--- config.mk ---
export PLATFORM = sky130hd
export DESIGN_NAME = uart_transmitter
export DESIGN_NICKNAME = d
export VERILOG_FILES = /design/src/rtl/uart_transmitter.sv
export SDC_FILE = /design/constraint.sdc
export NUM_CORES = 1
export LEC_CHECK = 0
export BUFFER_PORTS_ARGS = -buffer_cell sky130_fd_sc_hd__buf_2
export CAP_MARGIN = 0
export CORE_MARGIN = 5
export CORE_UTILIZATION = 58
export CTS_CLUSTER_SIZE = 30
export DETAILED_ROUTE_END_ITERATION = 8
export GPL_TIMING_DRIVEN = 0
export PLACE_DENSITY = 0.78
export SLEW_MARGIN = 20
export SYNTH_ARGS = -nofsm -noshare
export SYNTH_HDL_FRONTEND = slang
export SYNTH_SLANG_ARGS = --single-unit
--- constraint.sdc ---
create_clock -name i_clk -period 2.7 [get_ports i_clk]
set_clock_uncertainty 0.05 [all_clocks]
set_input_delay 0 -clock i_clk [delete_from_list [all_inputs] [get_ports i_clk]]
set_output_delay 0 -clock i_clk [all_outputs]
set_load 0.005 [all_outputs]
--- src/rtl/uart_transmitter.sv ---
// UART transmitter: start bit, data bits D7..D0 (MSB first), one stop bit.
// A one-byte holding register is refilled while the current frame shifts
// out, so back-to-back frames leave no idle cycles on the line.
module uart_transmitter #(
    parameter int BAUD_DIV = 1302,  // clock cycles per bit period
    parameter int CNT_W    = 12     // width of the bit-period counter
) (
    input  logic       i_clk,
    input  logic       i_reset_n,
    input  logic [7:0] i_8_data,
    input  logic       i_valid,
    output logic       o_ready,
    output logic       o_tx,
    output logic       o_busy,
    output logic       o_done
);

    typedef enum logic [1:0] {
        S_IDLE,
        S_START,
        S_DATA,
        S_STOP
    } state_t;

    localparam logic [CNT_W-1:0] LAST_CNT = CNT_W'(BAUD_DIV - 1);

    state_t           state, state_next;
    logic [CNT_W-1:0] cnt, cnt_next;
    logic [2:0]       bit_idx, bit_idx_next;
    logic [7:0]       shifter, shifter_next;
    logic [7:0]       hold_data;
    logic             hold_full;
    logic             tx_q, tx_next;
    logic             done_q;

    logic bit_end;  // last cycle of the current bit period
    logic load;     // holding register moves into the shifter on this edge
    logic accept;   // producer byte is captured on this edge

    assign bit_end = (cnt == LAST_CNT);
    // A frame may start from idle, or directly after the final stop-bit cycle.
    assign load    = hold_full && ((state == S_IDLE) || ((state == S_STOP) && bit_end));
    // Accept and load are mutually exclusive: one needs hold_full=0, the other 1.
    assign accept  = i_valid && !hold_full;

    // Holding register: capture on handshake, release when the shifter loads.
    // NOTE: every clocked block uses non-blocking (<=) so all flops update from
    // the same pre-edge values, regardless of block evaluation order.
    always_ff @(posedge i_clk or negedge i_reset_n) begin
        if (!i_reset_n) begin
            hold_data <= '0;
            hold_full <= 1'b0;
        end else if (accept) begin
            hold_data <= i_8_data;
            hold_full <= 1'b1;
        end else if (load) begin
            hold_full <= 1'b0;
        end
    end

    // Frame state, bit timing and the registered line/done outputs.
    always_ff @(posedge i_clk or negedge i_reset_n) begin
        if (!i_reset_n) begin
            state   <= S_IDLE;
            cnt     <= '0;
            bit_idx <= 3'd7;
            shifter <= '0;
            tx_q    <= 1'b1;
            done_q  <= 1'b0;
        end else begin
            state   <= state_next;
            cnt     <= cnt_next;
            bit_idx <= bit_idx_next;
            shifter <= shifter_next;
            tx_q    <= tx_next;
            done_q  <= (state == S_STOP) && bit_end;
        end
    end

    // Next-state, counter and bit-index logic; line level from current state.
    // NOTE: every variable gets a default at the top of always_comb so no
    // path leaves it unassigned, which would otherwise infer a latch.
    always_comb begin
        state_next   = state;
        cnt_next     = cnt + 1'b1;
        bit_idx_next = bit_idx;
        shifter_next = load ? hold_data : shifter;
        tx_next      = 1'b1;

        case (state)
            S_IDLE: begin
                cnt_next = '0;
                if (load) begin
                    state_next = S_START;
                end
            end
            S_START: begin
                tx_next = 1'b0;
                if (bit_end) begin
                    cnt_next     = '0;
                    bit_idx_next = 3'd7;
                    state_next   = S_DATA;
                end
            end
            S_DATA: begin
                tx_next = shifter[bit_idx];
                if (bit_end) begin
                    cnt_next = '0;
                    if (bit_idx == 3'd0) begin
                        state_next = S_STOP;
                    end else begin
                        bit_idx_next = bit_idx - 3'd1;
                    end
                end
            end
            S_STOP: begin
                if (bit_end) begin
                    cnt_next   = '0;
                    state_next = load ? S_START : S_IDLE;
                end
            end
            default: begin
                state_next = S_IDLE;
                cnt_next   = '0;
            end
        endcase
    end

    assign o_ready = ~hold_full;
    assign o_tx    = tx_q;
    assign o_busy  = (state != S_IDLE);
    assign o_done  = done_q;

endmodule

==> results.cfg, run 1 <==
[synthesis]
ys.flop_type = dfrtp_1
synth_top_area_cell = dfrtp_1
synth-edff-count = 0
ys_types = 37
synth_fp_nets = 174
ys_ff_latch = 36
synth.most_common_cell = dfrtp_1
yosys-top-cells-count = dfrtp_1 (32), mux2_2 (17), nor3_1 (16)
ys_seq_area_share_pct = 49.8
yosysWarningCount = 0
synthCells = 154
netlist.area_leader.share_pct = 44.0
synth_area_leaders = dfrtp_1 (44%), mux2_2 (11%), ha_1 (6.2%), dfstp_2 (5.8%), nor3_1 (4.4%)
synth_area_um2 = 1820
syn_avg_cell_area_um2 = 11.8
synthArstFlopShare_pct = 100

[die]
start_util_pct = 60.1
io_pins = 15
coreArea_um2 = 3030
die_y_um = 66.0
rows = 20
dieWidth_um = 66.0
die-area_um2 = 4360

[timing]
fmax_mhz = 445
setup_viol = 0
drv_slew = 0
hold_viol_final = 0
rsz0062_at_grt = false
final.setup.worst_slack_ps = 455
period_needed_ps = 2250
slew_headroom_pct = 49.7
timing.final.crit_share_pct = 83.2
tns_ps = 0
worstMarginPinSlew_ps = 755

[setup_path]
crit_type = flip-flop to flip-flop
startpoint_type = flip-flop
ff2ff_setup_slack_ps = 450
cp-endpoint = state[1]
worstReg2RegEnd = state[1]
reg2reg_depth = 6
startpoint = state[1]
cp.required_ps = 2880
arrival_ps = 2420
end_kind = flip-flop
r2r-start = state[1]
crit_path_max_fanout = 7

[global_route]
grt_pass1_vias = 1212
grt_pass1_wl_mm = 5.84
grt_start_max_net_pins = 37
grt_util_all_layers_pct = 17.8
grt-ovfl-total = 0
grt_antenna_before_repair = 0

[placed_design]
io_buffers = 14
gp_congestion = 0.780
dpl.hpwl_mm = 2.47
dpl_worst_slack_ps = 471

[hold_path]
holdCritPathClass = primary input to asynchronous set/reset pin

[detailed_routing]
ant_nets = 0
drtPass1Iterations = 7
drt-total-wl_mm = 3.32
viasPerCell = 5.55
drtIter0Drc = 82
num_vias = 1271
drc_errors = 0
wl_per_cell_um = 14.5

[cells_and_area]
final_nets = 204
syn2layout_area_growth_pct = 16.2
insertedDiodeCount = 0
drive_gt1_share_pct = 29.7

[clock_tree]
htreeDepth = 2
clk_latency_ps = 330
max-clock-path-buffers = 2
cts_buffers = 5
clkSinkCount = 36
ctsResizeCount = 0
cts_root_buf = clkbuf_4
path_clk_slew_ps = 120
cts_tree = yes

[run_status]
outcome = finished clean

[power_and_ir_drop]
p_leak_uw = 0.000869
peakVddDrop_v = 0.000488
pwr_density_cell_nw_per_um2 = 901

[flow_run]
max-cap-violations = 0
==> worst min-delay path by stage <==
stage | cells past startpoint | slack, ps | end
floorplan | 0 | -350 | cnt[0]
detailed placement | 1 | 70 | state[0]
global route | 2 | 280 | shifter[3]
finish | 2 | 210 | hold_data[4]
CTS | 2 | 230 | hold_full
global placement | 1 | 60 | state[1]
==> where the power goes <==
| group | internal [µW] | switching [µW] |
|---|---|---|
| sequential | 733 | 142 |
| combinational | 352 | 308 |
| clock | 193 | 177 |
| total | 1280 | 628 |
==> worst max-delay path, cell delays in order (launching register included) <==
cell and delay (ps):
dfrtp_1 430, inv_1 100, ha_1 180, clkdlybuf4s50_2 570, a22oi_1 280, o21a_1 190, mux2_2 330
==> routing by layer <==
layer | up-vias | global-route usage (%) | routed length (µm)
met5 | - | 0 | 0
met4 | 0 | 6.60 | 56
met3 | 7 | 4.08 | 120
met2 | 25 | 28.9 | 1620
met1 | 627 | 23.1 | 1530
li1 | 612 | - | -
==> area by class of cell <==
| class | count | area (µm²) |
|---|---|---|
| Fill cell | 212 | 912 |
| Sequential cell | 36 | 906 |
| Multi-Input combinational cell | 101 | 831 |
| Timing Repair Buffer | 23 | 160 |
| Tap cell | 44 | 55.1 |
| Buffer | 7 | 46.3 |
| Clock inverter | 3 | 42.5 |
| Clock buffer | 5 | 37.5 |
| Inverter | 10 | 37.5 |
==> repair_timing <==
item                      in CTS  in global routing
hold buffers                   9                  0
buffers inserted               0                  0
hold endpoints to repair      40                  0
==> metrics by stage <==
stage | cell area [µm²] | instances | hold slack (ps) | utilization, % | total power (µW)
floorplan | 1820 | 154 | -346 | - | 1350
global placement | 1950 | 212 | 64.8 | 64.3 | 1480
global route | 2120 | 229 | 281 | 69.9 | 2050
detailed placement | 1950 | 212 | 69.6 | 64.3 | 1550
CTS | 2120 | 229 | 234 | 69.9 | 1920
finish | 2120 | 229 | 211 | 69.9 | 1910
==> cells by family (layout without fill, tap and decap cells) <==
logic type               count (synthesis)  in the layout  share of synthesized area [%]
AND/OR/NAND/NOR                         48             48                           15.2
flip-flops                              36             36                           49.8
multiplexers                            19             19                           13.0
buffers and inverters                   17             48                           4.60
AO/OA/AOI/OAI                           15             15                           6.46
XOR/XNOR                                10             10                           4.81
adder cells (fa/ha/maj)                  9              9                           6.19
==> cells in the final DEF, fill, tap and decap left out, drive strengths merged, types with 3 or more instances in the layout <==
cell type    instances
xnor2                8
buf                 17
nand2                8
dfstp                4
nor4                 3
nand3                6
inv                 10
dlygate4sd3          9
clkbuf               8
mux2                17
dfrtp               32
nor2                 4
o21a                 3
nand4                3
nor3                17
ha                   9
==> sequential cells by signal, summed over array words and instances, names as in the netlist <==
name and flops:
cnt 12, hold_data 8, shifter 8, bit_idx 3
state 2, hold_full 1, o_done 1, o_tx 1
Note: power is estimated with default switching activity, not from simulation.
==> run 2: changes to the inputs <==
Settings changed: CORE_UTILIZATION 58 to 53, PLACE_DENSITY 0.78 to 0.75.
Clock period 2.7 ns to 2 ns, I/O delays scaled along.
==> run 2 against run 1 <==
Critical path depth is 1 lower. Hold slack better by 6.4 ps. Die area is 8.0% higher. Non-clock buffer count is 1 higher. Utilization is 6.5 points lower. Combinational power is 36% higher. Clock power is 10% higher. Setup slack worse by 370 ps. Wire length is 2.0% higher. Global-route usage is 0.36 points lower. Via count is 0.87% lower. Largest cell class unchanged. Largest power group unchanged. Highest routed layer unchanged.
==> results.cfg, run 2 (same netlist as run 1, synthesis figures left out) <==
[power_and_ir_drop]
pwr_density_cell_nw_per_um2 = 1170
p_comb_share_pct = 36.3
peakVddDrop_v = 0.000479
power.switching_uw = 846
p_leak_uw = 0.000862
p_int_uw = 1640
p_sw_share_pct = 34.1
sequentialPowerShare_pct = 47.3
clock_power_share_pct = 16.4
power_uw = 2490

[detailed_routing]
viasPerCell = 5.43
drtIter0Drc = 55
num_vias = 1260
wl_per_cell_um = 14.6
drc_errors = 0
drt-total-wl_mm = 3.39
ant_nets = 0
drtPass1Iterations = 4

[placed_design]
dpl.hpwl_mm = 2.44
gp_congestion = 0.805
io_buffers = 14

[timing]
rsz0062_at_grt = false
tns_ps = 0
timing.final.crit_share_pct = 95.7
period_needed_ps = 1910
setup_viol = 0
slew_headroom_pct = 48.3
drv_slew = 0
worstMarginPinSlew_ps = 776
fmax_mhz = 523
hold_viol_final = 0

[setup_path]
critPathTopFamily = simple AND/OR/NAND/NOR gates
reg2reg_depth = 5
worstReg2RegEnd = shifter[7]
crit_type = flip-flop to flip-flop
slowest_stage = dfrtp_2
arrival_ps = 2090
startpoint_type = flip-flop
crit_chain = or3_4 > nor4_4 > o21a_1 > buf_6 > mux2_2
crit_buf_inv = 1
cpPeakStageDelay_ps = 460
r2r-start = cnt[7]
ff2ff_setup_slack_ps = 90
end_kind = flip-flop
crit_path_max_fanout = 8
cp.required_ps = 2180

[cells_and_area]
syn2layout_area_growth_pct = 16.2
top_register = cnt
biggestRegsByFlops = cnt: 12 flops, hold_data: 8 flops, shifter: 8 flops
final_common_cell = dfrtp_1
multi_input_area_um2 = 838
largest_reg_flops = 12
num-fill-cells = 290
insertedDiodeCount = 0
final_nets = 205
final_cell_mix = dfrtp_1 (31), mux2_2 (17), nor3_1 (16), buf_2 (15), inv_1 (10)
drive_gt1_share_pct = 31.2
seq_area_um2 = 907

[flow_run]
max-cap-violations = 0

[die]
rows = 21
die-area_um2 = 4710
die_y_um = 68.6
start_util_pct = 54.6
io_pins = 15
dieWidth_um = 68.6
coreArea_um2 = 3340

[global_route]
grt_start_max_net_pins = 37
grt_pass1_wl_mm = 5.93
grt_pass1_vias = 1281
grt_util_all_layers_pct = 17.4
grt-ovfl-total = 0
grt_antenna_before_repair = 0

[clock_tree]
cts_buffers = 5
clk_latency_ps = 340
cts_root_buf = clkbuf_4
htreeDepth = 2
max-clock-path-buffers = 2
path_clk_slew_ps = 100
cts_tree = yes
clkSinkCount = 36

[run_status]
outcome = finished clean

[hold_path]
holdCritPathClass = primary input to asynchronous set/reset pin
## run 2: cell types whose count changed in the layout (fill, tap and decap cells not counted), sizes merged
cell	delta
clkbuf	+2
buf	+1
bufinv	-1
clkdlybuf4s18	+1
clkdlybuf4s50	-1
clkinv	-1
## run 2: worst max path at each step
| stage | to | startpoint | cells after the start |
|---|---|---|---|
| 2_1_floorplan | shifter[0] | cnt[5] | 5 |
| 3_3_place_gp | shifter[5] | cnt[7] | 5 |
| 3_5_place_dp | shifter[7] | cnt[7] | 5 |
| 4_1_cts | shifter[7] | cnt[7] | 5 |
| 5_1_grt | state[1] | state[1] | 6 |
| 6_report | shifter[7] | cnt[7] | 5 |
## run 2: per-stage QoR
step                      hold WS [ps]  instances  worst slack, ps  instance area (µm²)  util, %
after floorplan                   -346        154              216                 1820        -
after global placement            58.0        214              122                 1950     58.5
after detailed placement          74.8        214             77.7                 1950     58.5
after CTS                          228        231             60.4                 2100     63.1
after global routing               288        232            0.662                 2120     63.4
final                              217        232             86.2                 2120     63.4
## run 2: worst register-to-register path, stage by stage (launching register included)
cell and delay, ps:
dfrtp_2 460, or3_4 410, nor4_4 250, o21a_1 160, buf_6 130, mux2_2 340
## run 2: cell type report
class | count | area share [%]
plain buffers | 7 | 2.13
clock buffers | 7 | 2.60
clock inverters | 1 | 0.355
inverters | 10 | 1.77
multi-input cells | 101 | 39.6
flip-flops and latches | 36 | 42.9
well taps | 46 | 2.72
repair buffers | 24 | 7.92
## run 2: power by group through the flow
stage	combinational [µW]	clock, µW	sequential (µW)
after detailed placement	895	0	1190
final	901	408	1180
after floorplan	700	0	1130
after global routing	1000	468	1210
after global placement	836	0	1160
after CTS	910	428	1170
## run 2: timing repair
| action | 4_1_cts | 5_1_grt |
|---|---|---|
| endpoints found under the setup margin | 0 | 11 |
| hold endpoints to repair | 40 | 0 |
| hold buffers | 9 | 0 |
| resized for setup | 0 | 2 |
| setup buffers | 0 | 1 |
## run 2: per-layer routing
metal  vias to the layer above  GRT usage [%]  routed length, µm
met4                         0           5.96                 46
met5                         -              0                  0
met1                       618           21.8               1520
met2                        24           28.5               1680
met3                         6           5.35                133
li1                        612              -                  -
==> run 3: changes to the inputs <==
Settings changed: CAP_MARGIN 0 to 20, CORE_ASPECT_RATIO from default to 0.6, CORE_MARGIN 5 to 3.
==> run 3 against run 2 <==
Global-route usage rose by 4.3 points. Non-clock buffer count down 1. Clock power up 36%. Die area down 11%. Flip-flop and latch count unchanged. Hold slack gained 54 ps.
==> results.cfg, run 3 (same netlist as run 1, synthesis figures left out) <==
[flow_run]
max-cap-violations = 0

[setup_path]
ff2ff_setup_slack_ps = 90
end_kind = flip-flop
slowest_stage = dfrtp_1
cpPeakStageDelay_ps = 420
startpoint_type = flip-flop
crit_path_max_fanout = 8
crit_chain = nand4bb_2 > nor4_4 > o21a_1 > buf_6 > mux2_2
cp.required_ps = 2110
crit_type = flip-flop to flip-flop
arrival_ps = 2030
reg2reg_depth = 5

[global_route]
grt_antenna_before_repair = 0
grt_pass1_wl_mm = 6.50
grt_util_all_layers_pct = 21.7
grt_start_max_net_pins = 37
grt-ovfl-total = 0
grt_pass1_vias = 1348

[cells_and_area]
top_register = cnt
final_util_pct = 70.1
final_common_cell = dfrtp_1
largest_reg_flops = 12
syn2layout_area_growth_pct = 18.5
insertedDiodeCount = 0
biggestRegsByFlops = cnt: 12 flops, hold_data: 8 flops, shifter: 8 flops
final_cell_mix = dfrtp_1 (30), mux2_2 (17), nor3_1 (16), buf_2 (15), inv_1 (10)
drive_gt1_share_pct = 32.4
final_nets = 204

[clock_tree]
cts_root_buf = clkbuf_8
cts_tree = yes
path_clk_slew_ps = 70
clk_latency_ps = 290
clkSinkCount = 36
htreeDepth = 2
max-clock-path-buffers = 2
cts_buffers = 5

[run_status]
outcome = finished clean

[hold_path]
holdCritPathClass = primary input to asynchronous set/reset pin

[detailed_routing]
drc_errors = 0
num_vias = 1289
drtPass1Iterations = 4
wl_per_cell_um = 16.0
drt-total-wl_mm = 3.64
ant_nets = 0
drtIter0Drc = 138
viasPerCell = 5.68

[placed_design]
dpl_worst_slack_ps = 50.9
dpl.hpwl_mm = 2.64
gp_congestion = 0.853
io_buffers = 14

[die]
dieWidth_um = 81.7
start_util_pct = 59.1
rows = 15
coreArea_um2 = 3080
die-area_um2 = 4200
die_y_um = 51.4
io_pins = 15

[timing]
fmax_mhz = 522
final.setup.worst_slack_ps = 85.8
worstMarginPinSlew_ps = 777
period_needed_ps = 1910
slew_headroom_pct = 48.2
timing.final.crit_share_pct = 95.7
tns_ps = 0
drv_slew = 0
setup_viol = 0
hold_viol_final = 0

[power_and_ir_drop]
peakVddDrop_v = 0.000852
pwr_density_cell_nw_per_um2 = 1230
p_leak_uw = 0.000879
==> run 3: cell type report <==
cell class	count	area (µm²)
fillers	238	921
plain buffers	6	41.3
well taps	42	52.6
repair buffers	24	168
flip-flops and latches	36	908
inverters	10	37.5
multi-input cells	101	850
clock buffers	8	100
==> run 3: path summary, 6_finish.rpt <==
| check | from | end |
|---|---|---|
| min reg2reg | shifter[0] | shifter[0] |
| min | i_reset_n | state[0] |
| max | cnt[9] | shifter[2] |
| min in group i_clk | i_8_data[4] | hold_data[4] |
| max reg2reg | cnt[9] | shifter[2] |
| max in group asynchronous | i_reset_n | cnt[7] |
==> run 3: routing by layer <==
metal  share of wire (%)  track usage (%)  vias to the layer above  wire [µm]
met1                  49             29.8                      631       1800
met5                   0                0                        -          0
met3                 5.2             7.39                       12        188
met4                 2.1             9.39                        0         77
li1                    -                -                      611          -
met2                  43             31.2                       35       1570
==> run 3: through the flow <==
stage,hold WS (ps),std cells,instance area (µm²),power (µW)
global route,355,227,2160,2870
finish,272,227,2160,2660
CTS,300,227,2140,2670
detailed placement,75.3,210,1950,2090
floorplan,-346,154,1820,1830
global placement,62.6,210,1950,2010
==> run 3: what timing repair did <==
item	4_1_cts	5_1_grt
endpoints found under the hold margin	40	0
resized for setup	0	5
setup endpoints to repair	0	21
setup buffers	0	1
hold buffers	9	0
==> run 3: worst max-delay path: cells and delay by family (launching register included) <==
family	cells	cell delay, ps
DFF	1	420
AOI/OAI and AO/OA	1	180
muxes	1	350
and+or+nand+nor	2	650
buffers and inverters	1	140
==> run 3: report_power, final <==
group	internal [µW]	total (µW)	switching, µW
Combinational	491	934	443
Sequential	992	1170	181
Clock	314	556	242
Total	1800	2660	867
